--- src/rtl/note_defs_pkg.sv ---
// Shared note codes and sequencer state encodings for the chart sequencer.
// A chart entry packs the up lane in [3:2] and the down lane in [1:0].
package note_defs_pkg;

  typedef enum logic [1:0] {
    NOTE_NOTHING     = 2'b00,
    NOTE_TAP         = 2'b01,
    NOTE_HOLD_START  = 2'b10,
    NOTE_HOLD_MIDDLE = 2'b11
  } note_e;

  typedef enum logic [2:0] {
    ST_IDLE   = 3'd0,
    ST_PRIME  = 3'd1,
    ST_PLAY   = 3'd2,
    ST_PAUSED = 3'd3,
    ST_DRAIN  = 3'd4,
    ST_DONE   = 3'd5
  } seq_state_e;

  localparam int ENTRY_W = 4;
  localparam logic [ENTRY_W-1:0] ENTRY_EMPTY = {NOTE_NOTHING, NOTE_NOTHING};

endpackage

--- src/rtl/note_prefetch.sv ---
// One-entry prefetch buffer in front of a synchronous ROM: registers the read
// strobe, captures the returned word one cycle later and flags it valid.
module note_prefetch
  import note_defs_pkg::*;
#(
  parameter int ADDR_W = 10
) (
  input  logic               clk,
  input  logic               rst,
  input  logic               i_req,
  input  logic [ADDR_W-1:0]  i_req_addr,
  input  logic               i_consume,
  input  logic [ENTRY_W-1:0] i_rom_data,
  output logic               o_rom_en,
  output logic [ADDR_W-1:0]  o_rom_addr,
  output logic [ENTRY_W-1:0] o_data,
  output logic               o_valid,
  output logic               o_busy,
  output logic               o_capture
);

  logic               r_rom_en;
  logic [ADDR_W-1:0]  r_rom_addr;
  logic               r_pending;
  logic               r_valid;
  logic [ENTRY_W-1:0] r_data;

  always_ff @(posedge clk) begin
    if (rst) begin
      r_rom_en   <= 1'b0;
      r_rom_addr <= '0;
      r_pending  <= 1'b0;
      r_valid    <= 1'b0;
      r_data     <= ENTRY_EMPTY;
    end else begin
      r_rom_en  <= i_req;
      if (i_req) begin
        r_rom_addr <= i_req_addr;
      end
      r_pending <= r_rom_en;
      // Returning data beats a same-cycle consume so no chart entry is lost.
      if (r_pending) begin
        r_data  <= i_rom_data;
        r_valid <= 1'b1;
      end else if (i_consume) begin
        r_data  <= ENTRY_EMPTY;
        r_valid <= 1'b0;
      end
    end
  end

  assign o_rom_en   = r_rom_en;
  assign o_rom_addr = r_rom_addr;
  assign o_data     = r_data;
  assign o_valid    = r_valid;
  assign o_busy     = r_rom_en | r_pending;
  assign o_capture  = r_pending;

endmodule

--- src/rtl/chart_sequencer.sv ---
// Feeds the judgement block a two-slot note window (current/next beat) from the
// chart ROM, advancing on each beat tick with start, pause and end-of-song drain.
module chart_sequencer
  import note_defs_pkg::*;
#(
  parameter int ADDR_W      = 10,
  parameter int DRAIN_BEATS = 2
) (
  input  logic              clk,
  input  logic              rst,
  input  logic              beat_tick,
  input  logic              start,
  input  logic              pause,
  input  logic [ADDR_W:0]   song_len,
  output logic [ADDR_W-1:0] rom_addr,
  output logic              rom_en,
  input  logic [3:0]        rom_data,
  output logic [1:0]        left_noteup,
  output logic [1:0]        left_notedown,
  output logic [1:0]        right_noteup,
  output logic [1:0]        right_notedown,
  output logic              playing,
  output logic              song_done,
  output logic              underrun,
  output logic [ADDR_W:0]   beat_count
);

  localparam int DCW = (DRAIN_BEATS > 1) ? $clog2(DRAIN_BEATS) : 1;
  localparam logic [DCW-1:0] DRAIN_LAST = DCW'(DRAIN_BEATS - 1);

  seq_state_e         r_state;
  seq_state_e         r_ret_state;
  logic [ADDR_W:0]    r_len;
  logic [ADDR_W:0]    r_ptr;
  logic [ENTRY_W-1:0] r_left;
  logic [ENTRY_W-1:0] r_right;
  logic               r_playing;
  logic               r_done;
  logic               r_underrun;
  logic [ADDR_W:0]    r_beat_count;
  logic [DCW-1:0]     r_drain_cnt;

  logic               w_start_ok;
  logic               w_play_tick;
  logic               w_req;
  logic [ADDR_W-1:0]  w_req_addr;
  logic [ENTRY_W-1:0] w_buf_data;
  logic               w_buf_valid;
  logic               w_busy;
  logic               w_capture;

  assign w_start_ok  = start && (r_state == ST_IDLE || r_state == ST_DONE);
  assign w_play_tick = (r_state == ST_PLAY) && beat_tick && !pause;
  // A fetch already in flight stands in for the one this tick would issue.
  assign w_req       = (w_start_ok && song_len != '0) ||
                       (w_play_tick && !w_busy && r_ptr < r_len);
  assign w_req_addr  = w_start_ok ? '0 : r_ptr[ADDR_W-1:0];

  note_prefetch #(
    .ADDR_W (ADDR_W)
  ) u_prefetch (
    .clk        (clk),
    .rst        (rst),
    .i_req      (w_req),
    .i_req_addr (w_req_addr),
    .i_consume  (w_play_tick),
    .i_rom_data (rom_data),
    .o_rom_en   (rom_en),
    .o_rom_addr (rom_addr),
    .o_data     (w_buf_data),
    .o_valid    (w_buf_valid),
    .o_busy     (w_busy),
    .o_capture  (w_capture)
  );

  always_ff @(posedge clk) begin
    if (rst) begin
      r_state      <= ST_IDLE;
      r_ret_state  <= ST_PLAY;
      r_len        <= '0;
      r_ptr        <= '0;
      r_left       <= ENTRY_EMPTY;
      r_right      <= ENTRY_EMPTY;
      r_playing    <= 1'b0;
      r_done       <= 1'b0;
      r_underrun   <= 1'b0;
      r_beat_count <= '0;
      r_drain_cnt  <= '0;
    end else begin
      if (w_capture) begin
        r_ptr <= r_ptr + 1'b1;
      end
      case (r_state)
        ST_IDLE, ST_DONE: begin
          if (start) begin
            r_len        <= song_len;
            r_ptr        <= '0;
            r_underrun   <= 1'b0;
            r_beat_count <= '0;
            r_left       <= ENTRY_EMPTY;
            r_right      <= ENTRY_EMPTY;
            r_playing    <= 1'b0;
            if (song_len == '0) begin
              r_state <= ST_DONE;
              r_done  <= 1'b1;
            end else begin
              r_state <= ST_PRIME;
              r_done  <= 1'b0;
            end
          end
        end
        ST_PRIME: begin
          if (w_capture) begin
            r_state   <= ST_PLAY;
            r_playing <= 1'b1;
          end
        end
        ST_PLAY: begin
          if (pause) begin
            r_state     <= ST_PAUSED;
            r_ret_state <= ST_PLAY;
          end else if (beat_tick) begin
            r_left  <= r_right;
            r_right <= w_buf_valid ? w_buf_data : ENTRY_EMPTY;
            if (!w_buf_valid) begin
              r_underrun <= 1'b1;
            end
            if (r_beat_count != '1) begin
              r_beat_count <= r_beat_count + 1'b1;
            end
            // Every entry has been fetched and handed over: only blanks remain.
            if (!w_busy && r_ptr == r_len) begin
              r_state     <= ST_DRAIN;
              r_drain_cnt <= '0;
            end
          end
        end
        ST_DRAIN: begin
          if (pause) begin
            r_state     <= ST_PAUSED;
            r_ret_state <= ST_DRAIN;
          end else if (beat_tick) begin
            r_left  <= r_right;
            r_right <= ENTRY_EMPTY;
            if (r_drain_cnt == DRAIN_LAST) begin
              r_state   <= ST_DONE;
              r_playing <= 1'b0;
              r_done    <= 1'b1;
              r_left    <= ENTRY_EMPTY;
            end else begin
              r_drain_cnt <= r_drain_cnt + 1'b1;
            end
          end
        end
        ST_PAUSED: begin
          if (!pause) begin
            r_state <= r_ret_state;
          end
        end
        default: r_state <= ST_IDLE;
      endcase
    end
  end

  assign left_noteup    = r_left[3:2];
  assign left_notedown  = r_left[1:0];
  assign right_noteup   = r_right[3:2];
  assign right_notedown = r_right[1:0];
  assign playing        = r_playing;
  assign song_done      = r_done;
  assign underrun       = r_underrun;
  assign beat_count     = r_beat_count;

endmodule

--- config.mk ---
export PLATFORM = sky130hd
export DESIGN_NAME = chart_sequencer
export DESIGN_NICKNAME = d
export VERILOG_FILES = /design/src/rtl/note_defs_pkg.sv /design/src/rtl/note_prefetch.sv /design/src/rtl/chart_sequencer.sv
export SDC_FILE = /design/constraint.sdc
export NUM_CORES = 1
export LEC_CHECK = 0
export CORE_MARGIN = 2
export CORE_UTILIZATION = 54
export DETAILED_ROUTE_END_ITERATION = 8
export GPL_TIMING_DRIVEN = 0
export PLACE_DENSITY = 0.8
export SYNTH_ARGS = -nofsm -noshare
export SYNTH_HDL_FRONTEND = slang
export SYNTH_SLANG_ARGS = --single-unit
--- constraint.sdc ---
create_clock -name clk -period 2.51 [get_ports clk]
set_input_delay 0.3765 -clock clk [delete_from_list [all_inputs] [get_ports clk]]
set_output_delay 0.3765 -clock clk [all_outputs]
set_load 0.05 [all_outputs]
==> metrics.txt, run 1 <==
status completed; clock network power share 0.307; Yosys Warn Count 0; gr usage total 0.2513; first-pass GRT wire length 14130 um; Final TNS setup 0 ps; mux cell area share after synthesis 0.04258; placed insts 543; share of layout cells above drive strength 1 0.07438; Sinks on Clock Net 67; Synth Flop Type dfxtp_1; CTS max path bufs 2; Seq pwr share 0.343; largest family of logic cells by synthesized area simple AND/OR/NAND/NOR gates; Die Ht 83.11 um; pins over their slew limit 0; Hold Crit Class reg2reg; CTS clk-pin slew, worst paths 70 ps; Final ANT Viol Nets 0; CTS tree yes; Detail Placement HPWL 5967 um; Pwr per Cell Area 847.6 nW/um^2; worst skew pair latency 350 ps; via count 3205; Hold Violations, Final 0; Port Buf Inserts 51; first-pass iteration count of the detailed router 5; Post-Synth XOR/XNOR Area 0.02851; CTS Buf Count 9; Critical Path Fanout Max 10; relative slew slack 0.5739; worst reg-to-reg path cell count 7; min cycle time layout 2117 ps; Switch Pwr 1299 uW; hold depth 2; number of synthesized register bits 67; pin count of the biggest net entering global routing 12; net count of the mapped netlist 450; Die Area 6907 um^2; final net count 512; Fill cells 485; combinational share of power 0.351; vias in the first global route 2977; routed vias/inst 5.733; clk_skew 6.683 ps; Antenna Cells 0; simple-gate area share of the yosys netlist 0.2625; I/O pin count 53; PnR Total Power 3581 uW; commonest cells after routing, fill and taps aside dfxtp_1 (67), nand2_1 (59), clkdlybuf4s50_1 (51); Worst VDD drop 0.5261 mV; routability congestion estimate 0.8730; fmax 0.4724 GHz; Max Cap Violations 0; CTS Hold Bufs 0; WHS 458.0 ps; unrepaired setup endpoints after global routing false; Final Setup Violations 0; setup bufs post-CTS 0; Lkg Pwr 0.001545 uW; clk root buf clkbuf_8; most common cell after layout, fill and taps aside dfxtp_1; Synth Area in Compound Gates 0.1670; Synth cell types 56; synthesized area per cell 8.104 um^2; initial antenna violation count 0; total congestion overflow 0; non-filler cells, final 559; CP endpoint kind flip-flop; Pint 2282 uW; sw frac 0.3627; critical path launch point type primary input; cell accounting for the most synthesized area dfxtp_1; Layout area overhead 25.03%; fin crit share 0.8434; Residual DRC 0; Area contributors post-synth dfxtp_1 (40%), a21oi_1 (7.0%), nand2_1 (6.6%); core area 5991 um^2; signal arrival time at the worst endpoint 2380 ps; Initial Util 0.5641; Worst Path Required 2780 ps; Async S/R FF share, synth 0; critical path type in2reg; top cell type's share of synthesized area 0.3969; Iter 0 DRT Violations 155; Routed WL per cell 15.18 um; Die Wd 83.11 um; post-CTS sizing 0; sequential fraction of the synthesis area 0.3969; number of synthesized flops with an enable pin 0; Worst Tran Pin Value 636.8 ps; CTS H-Tree Depth 3; Syn Std Cell Area 3379 um^2; Post-Synth Adder-Cell Area 0.04813; drt total wl 8486 um; FP Rows 28; Mapped Cells 417
layout make-up:
class,instances,area [um^2],area share
flip-flops and latches,67,1341,0.3174
repair buffers,51,510.5,0.1208
well taps,75,93.84,0.02221
clock inverters,5,100.1,0.02369
plain buffers,24,108.9,0.02576
inverters,20,75.07,0.01777
multi-input cells,306,1854,0.4389
clock buffers,11,141.4,0.03346
cells in the mapped netlist, drive strengths merged (5+ instances only):
library cell and instances:
clkbuf 14, nand2 62, dfxtp 67, a311oi 5, nor2 33, o2111ai 5, o21ai 14, ha 13
nor3 7, mux2i 11, nand3 21, inv 20, nand4 9, nand3b 6, a21oi 47, nand2b 7
xor2 8, buf 10
layer usage:
metal,global-route usage,share of wire,vias up
met5,0,0,-
met4,0.07452,0.012,0
met3,0.06163,0.051,11
met2,0.4326,0.49,99
met1,0.3108,0.44,1504
li1,-,-,1591
worst max-delay path, stage by stage:
cell             delay, ps
clkdlybuf4s50_1        440
clkbuf_1               230
nor3b_1                230
o21ai_0                130
a21oi_1                550
o2111ai_1              230
a21oi_1                190
registers in the layout (all words and copies together), names as in the netlist:
signal	flops
beat_count	11
r_len	11
r_ptr	11
u_prefetch.o_rom_addr	10
r_left	4
r_right	4
u_prefetch.o_data	4
r_state	3
r_ret_state	2
playing	1
r_drain_cnt	1
song_done	1
u_prefetch.o_capture	1
u_prefetch.o_rom_en	1
u_prefetch.o_valid	1
underrun	1
power groups by stage:
stage	registers, uW	clock network [uW]	logic [uW]
finish	1230	1100	1260
global route	1240	1160	1400
CTS	1220	1110	1240
detailed placement	1250	0	1230
global placement	1240	0	1210
floorplan	1290	0	868
path summary, 6_finish.rpt:
path	startpoint	endpoint	slack [ps]
worst min-delay path	r_len[1]$_SDFFE_PP0P_	r_len[1]$_SDFFE_PP0P_	460
worst max register to register	beat_count[0]$_SDFFE_PP0P_	beat_count[7]$_SDFFE_PP0P_	450
worst max-delay path	pause	r_right[3]$_SDFFE_PP0P_	390
worst min register to register	r_len[1]$_SDFFE_PP0P_	r_len[1]$_SDFFE_PP0P_	460
through the flow:
step           worst slack [ps]  area [um^2]  utilization
2_1_floorplan             318.7         3379            -
3_3_place_gp              132.9         3984       0.6650
3_5_place_dp              96.18         3984       0.6650
4_1_cts                   434.9         4225       0.7053
5_1_grt                   253.7         4225       0.7053
6_report                  393.0         4225       0.7053
kinds of logic (layout without fill, tap and decap cells):
logic type	after synthesis	in the layout
muxes	14	14
adders and majority gates	13	13
buffers and inverters	44	111
DFF	67	67
xor gates and xnor gates	11	11
and+or+nand+nor	175	175
AOI/OAI and AO/OA	93	93
Note: power is estimated with default switching activity, not from simulation.
==> run 2, diff against run 1 <==
Settings changed: CORE_UTILIZATION 54 to 48, PLACE_DENSITY 0.8 to 0.75.
Clock period 2.51 ns to 1.8 ns, I/O delays scaled along.
==> metrics.txt, run 2 (same netlist as run 1, synthesis figures left out) <==
failing checks setup timing; Worst Tran Pin Value 608.2 ps (-28.63 ps); Hold Crit Class reg2reg; DP Area 4046 um^2 (+1.6%); critical path type reg2reg; FP Rows 30 (+7.1%); Lkg Pwr 0.001989 uW (+29%); Sinks on Clock Net 67 (unchanged); fin crit share 1.009; routed vias/inst 5.793 (+1.0%); total congestion overflow 0 (unchanged); relative slew slack 0.5945 (+0.02066); CP endpoint kind flip-flop; critical path launch point type flip-flop; setup ws final -16.07 ps (-409.1 ps); gr usage total 0.2459 (-0.005372); pin count of the biggest net entering global routing 13 (+1); post-route design area 4746 um^2 (+12%); Routed WL per cell 16.74 um (+10%); Detail Placement HPWL 6181 um (+3.6%); Worst VDD drop 0.5922 mV (+13%); unrepaired setup endpoints after global routing true; FF-to-FF Start r_len[5]$_SDFFE_PP0P_; worst reg-to-reg path cell count 8 (+1); Iter 0 DRT Violations 248 (+60%); pins over their slew limit 0 (unchanged); CP max stage delay 340 ps (-210 ps); first-pass iteration count of the detailed router 7 (+2); Pwr per Cell Area 1140 nW/um^2 (+34%); vias in the first global route 3065 (+3.0%); worst skew pair latency 350 ps (about the same); initial antenna violation count 0 (unchanged); fmax 0.5506 GHz; CTS tree yes; Die Wd 87.91 um (+5.8%); commonest cells after routing, fill and taps aside nand2_1 (59), a21oi_1 (42), dfxtp_1 (36); share of layout cells above drive strength 1 0.2649 (+0.1906); HP Start r_len[7]$_SDFFE_PP0P_; Crit-path slowest cell dfxtp_2; placed insts 564 (+3.9%); CTS H-Tree Depth 3 (unchanged); Hold Violations, Final 0 (unchanged); clk_skew 8.904 ps (+2.221 ps); CTS clk-pin slew, worst paths 70 ps (about the same); most common cell after layout, fill and taps aside nand2_1; Die Area 7728 um^2 (+12%); Max Cap Violations 0 (unchanged); min cycle time layout 1816 ps; delay-heaviest family, CP compound AO/OA/AOI/OAI gates; CTS Hold Bufs 0 (unchanged); crit path cell chain inv_2 > ha_4 > nand2_1 > nor2_1 > a2111oi_4 > o2111ai_2 > buf_6 > mux2i_1; Layout area overhead 40.43%; hold depth 2 (unchanged); routability congestion estimate 0.8507 (-2.6%); via count 3464 (+8.1%); signal arrival time at the worst endpoint 2090 ps (-290 ps); CTS Buf Count 9 (unchanged); Final ANT Viol Nets 0 (unchanged); Fill cells 522 (+7.6%); Die Ht 87.91 um (+5.8%); Critical Path Fanout Max 5 (-5); Worst Hold End r_len[7]$_SDFFE_PP0P_; Worst R2R End u_prefetch.o_rom_addr[8]$_SDFFE_PP0P_; I/O pin count 53 (unchanged); clk root buf clkbuf_8; post-place setup slack -532.5 ps (-628.7 ps); drt total wl 10010 um (+18%); non-filler cells, final 598 (+7.0%); core area 6794 um^2 (+13%); Final Setup Violations 1 (+1); Port Buf Inserts 51 (unchanged); CP bufs+invs 2 (unchanged); Initial Util 0.4974 (-0.06670); first-pass GRT wire length 14790 um (+4.7%); final net count 530 (+3.5%); Antenna Cells 0 (unchanged); status complete, but fails checks; Residual DRC 0 (unchanged); Worst Path Required 2070 ps (-710 ps); reg-to-reg slack, setup -20 ps (-470 ps); CTS max path bufs 2 (unchanged)
[run 2: worst max path at each step]
stage	start	end	depth (start not counted)
after CTS	r_len[4]$_SDFFE_PP0P_	u_prefetch.o_rom_addr[8]$_SDFFE_PP0P_	8
after detailed placement	song_len[0]	u_prefetch.o_rom_addr[8]$_SDFFE_PP0P_	7
after global routing	r_len[5]$_SDFFE_PP0P_	u_prefetch.o_rom_addr[8]$_SDFFE_PP0P_	8
final	r_len[5]$_SDFFE_PP0P_	u_prefetch.o_rom_addr[8]$_SDFFE_PP0P_	8
after global placement	start	beat_count[9]$_SDFFE_PP0P_	7
after floorplan	beat_count[6]$_SDFFE_PP0P_	beat_count[7]$_SDFFE_PP0P_	6
[run 2: repair_timing]
item	in CTS	in global routing
pin swaps	8	16
endpoints found under the hold margin	0	0
endpoints found under the setup margin	41	59
gates cloned	1	0
buffers inserted	4	13
gates resized for setup	49	70
[run 2: area by class of cell]
cell class,instances,area (um^2),share of cell area
Inverter,20,75.07,0.01582
Tap cell,96,120.1,0.02531
Multi-Input combinational cell,306,2120,0.4466
Clock buffer,10,137.6,0.02900
Clock inverter,6,87.58,0.01846
Sequential cell,67,1398,0.2945
Buffer,24,143.9,0.03032
Timing Repair Buffer,69,664.4,0.1400
[run 2: tightest hold or removal path, cell delays in order, from the launching register on]
cell and delay [ps]:
dfxtp_2 320, nand2_1 50, a21oi_1 50
[run 2: metal layers]
layer	share of wire	track usage	vias to the layer above
li1	-	-	1633
met1	0.43	0.3275	1647
met2	0.48	0.4001	158
met3	0.066	0.03959	26
met4	0.022	0.09510	0
met5	0	0	-
[run 2: per-stage QoR]
stage / setup TNS, ps / power, uW / utilization / hold slack [ps]
finish: -16.07 / 5409 / 0.6985 / 461.8
detailed placement: -19170 / 3463 / 0.5956 / 448.4
global placement: -16400 / 3418 / 0.5956 / 443.2
CTS: -49.82 / 5004 / 0.6519 / 459.0
global route: -811.1 / 5683 / 0.6985 / 482.7
floorplan: 0 / 3010 / - / 406.0
[run 2: where the power goes]
| group | total, uW | switching [uW] | internal [uW] |
|---|---|---|---|
| Combinational | 2270 | 1380 | 891 |
| Clock | 1410 | 591 | 818 |
| Sequential | 1730 | 109 | 1620 |
==> run 3, diff against run 2 <==
Settings changed: CORE_UTILIZATION 48 to 50, CTS_BUF_LIST set to sky130_fd_sc_hd__clkbuf_8, PLACE_DENSITY 0.75 to 0.78.
==> metrics.txt, run 3 (same netlist as run 1, synthesis figures left out) <==
min cycle time layout 1945 ps (+129.3 ps); delay-heaviest family, CP compound AO/OA/AOI/OAI gates; Routed WL per cell 17.38 um (+3.8%); Max Cap Violations 0 (unchanged); gr usage total 0.2610 (+0.01513); Initial Util 0.5232 (+0.02583); Worst Hold End r_len[8]$_SDFFE_PP0P_; Die Area 7433 um^2 (-3.8%); drt total wl 9909 um (-1.0%); reg-to-reg slack, setup -150 ps (-130 ps); placed insts 545 (-3.4%); Final TNS setup -1053 ps (-1037 ps); vias in the first global route 3218 (+5.0%); Hold Crit Class reg2reg; worst reg-to-reg path cell count 8 (unchanged); relative slew slack 0.6033 (+0.008770); non-filler cells, final 570 (-4.7%); CP max stage delay 350 ps (about the same); Die Ht 86.22 um (-1.9%); critical path launch point type flip-flop; most common cell after layout, fill and taps aside nand2_1; FF-to-FF Start r_len[6]$_SDFFE_PP0P_; post-place setup slack -486.0 ps (+46.58 ps); hold depth 2 (unchanged); Worst Path Required 2070 ps (about the same); commonest cells after routing, fill and taps aside nand2_1 (59), a21oi_1 (42), dfxtp_1 (36); Worst VDD drop 0.7456 mV (+26%); Fill cells 468 (-10%); Iter 0 DRT Violations 227 (-8.5%); FP Rows 29 (-3.3%); Pint 3380 uW (+1.4%); setup ws final -145.4 ps (-129.3 ps); CTS clk-pin slew, worst paths 80 ps (about the same); Crit-path slowest cell dfxtp_2; initial antenna violation count 0 (unchanged); Critical Path Fanout Max 5 (unchanged); Die Wd 86.22 um (-1.9%); Worst Tran Pin Value 595.1 ps (-13.16 ps); clock network power share 0.288 (+0.028); Residual DRC 0 (unchanged); Hold Violations, Final 0 (unchanged); I/O pin count 53 (unchanged); via count 3443 (-0.61%); clk_skew 8.674 ps (-0.2300 ps); Worst R2R End u_prefetch.o_rom_addr[1]$_SDFFE_PP0P_; Seq pwr share 0.320 (about the same); CTS max path bufs 2 (unchanged); Antenna Cells 0 (unchanged); Detail Placement HPWL 6100 um (-1.3%); Lkg Pwr 0.001843 uW (-7.3%); Final ANT Viol Nets 0 (unchanged); Switch Pwr 2035 uW (-2.0%); pins over their slew limit 0 (unchanged); signal arrival time at the worst endpoint 2210 ps (+120 ps); final net count 521 (-1.7%); CTS Buf Count 9 (unchanged); failing checks setup timing; first-pass GRT wire length 15190 um (+2.7%); Sinks on Clock Net 67 (unchanged); routability congestion estimate 0.8802 (+3.5%); Port Buf Inserts 51 (unchanged); Layout area overhead 37.80%; CP endpoint kind flip-flop; total congestion overflow 0 (unchanged); share of layout cells above drive strength 1 0.2353 (-0.02965); CTS H-Tree Depth 3 (unchanged); pin count of the biggest net entering global routing 13 (unchanged); fin crit share 1.081 (+0.07183); unrepaired setup endpoints after global routing true; Pwr per Cell Area 1163 nW/um^2 (+2.0%); fmax 0.5140 GHz (-6.6%); first-pass iteration count of the detailed router 5 (-2); Final Setup Violations 11 (+10); combinational share of power 0.393 (-0.026); worst skew pair latency 340 ps (about the same); clk root buf clkbuf_8; crit path cell chain inv_2 > ha_4 > nand4_1 > a21oi_2 > a2111oi_4 > o2111ai_2 > buf_6 > mux2i_1; HP Start r_len[8]$_SDFFE_PP0P_; sw frac 0.3758 (-0.008062); routed vias/inst 6.040 (+4.3%); core area 6459 um^2 (-4.9%); status complete, but fails checks; critical path type reg2reg; Util after Layout 0.7210 (+0.02251); CP bufs+invs 2 (unchanged); CTS tree yes
## run 3: worst reg2reg max path: cells and delay by family, from the launching register on
kind | cells | cell delay, ps
compound gates | 3 | 620
flops | 1 | 350
fa+ha+maj | 1 | 270
buf+inv | 2 | 250
mux | 1 | 210
simple gates | 1 | 170
## run 3: timing repair
item	in CTS	in global routing
pin swaps	12	12
endpoints found under the setup margin	47	60
setup buffers	4	5
gates resized for setup	62	44
cloned	1	0
hold buffers	0	0
hold endpoints to repair	0	0
## run 3: final cells by class
class / instances / area, um^2 / area share
multi-input combinational: 306 / 2102 / 0.4514
timing repair buffer: 61 / 594.3 / 0.1276
clock inverter: 6 / 112.6 / 0.02418
inverter: 20 / 75.07 / 0.01612
clock buffer: 10 / 137.6 / 0.02955
sequential: 67 / 1403 / 0.3012
tap: 77 / 96.34 / 0.02069
buffer: 23 / 136.4 / 0.02929
## run 3: metrics by stage
stage / total power, uW / cell area (um^2) / hold slack [ps]
CTS: 5166 / 4474 / 458.1
global route: 5682 / 4657 / 473.9
floorplan: 3010 / 3416 / 406.0
detailed placement: 3466 / 4023 / 450.3
finish: 5415 / 4657 / 458.2
global placement: 3418 / 4023 / 444.1
## run 3: worst max-delay path by stage
stage	start	endpoint	slack (ps)	cells past startpoint
floorplan	beat_count[6]$_SDFFE_PP0P_	beat_count[7]$_SDFFE_PP0P_	10	6
global placement	pause	beat_count[2]$_SDFFE_PP0P_	-450	8
detailed placement	song_len[0]	u_prefetch.o_rom_addr[2]$_SDFFE_PP0P_	-490	7
CTS	r_len[5]$_SDFFE_PP0P_	u_prefetch.o_rom_addr[1]$_SDFFE_PP0P_	-40	8
global route	r_ptr[0]$_SDFF_PP0_	u_prefetch.o_rom_addr[1]$_SDFFE_PP0P_	-180	8
finish	r_len[6]$_SDFFE_PP0P_	u_prefetch.o_rom_addr[1]$_SDFFE_PP0P_	-150	8
## run 3: metal layers
layer	global-route usage	part of all wire	vias to the layer above
met2	0.4341	0.48	147
met4	0.09091	0.025	0
met3	0.05429	0.058	28
met5	0	0	-
met1	0.3377	0.44	1654
li1	-	-	1614
## run 3: power groups by stage
stage	clock (uW)	sequential, uW	combinational (uW)
after floorplan	0	1800	1210
after global placement	0	1730	1690
after detailed placement	0	1740	1730
after CTS	1560	1710	1890
after global routing	1630	1740	2310
final	1560	1730	2130
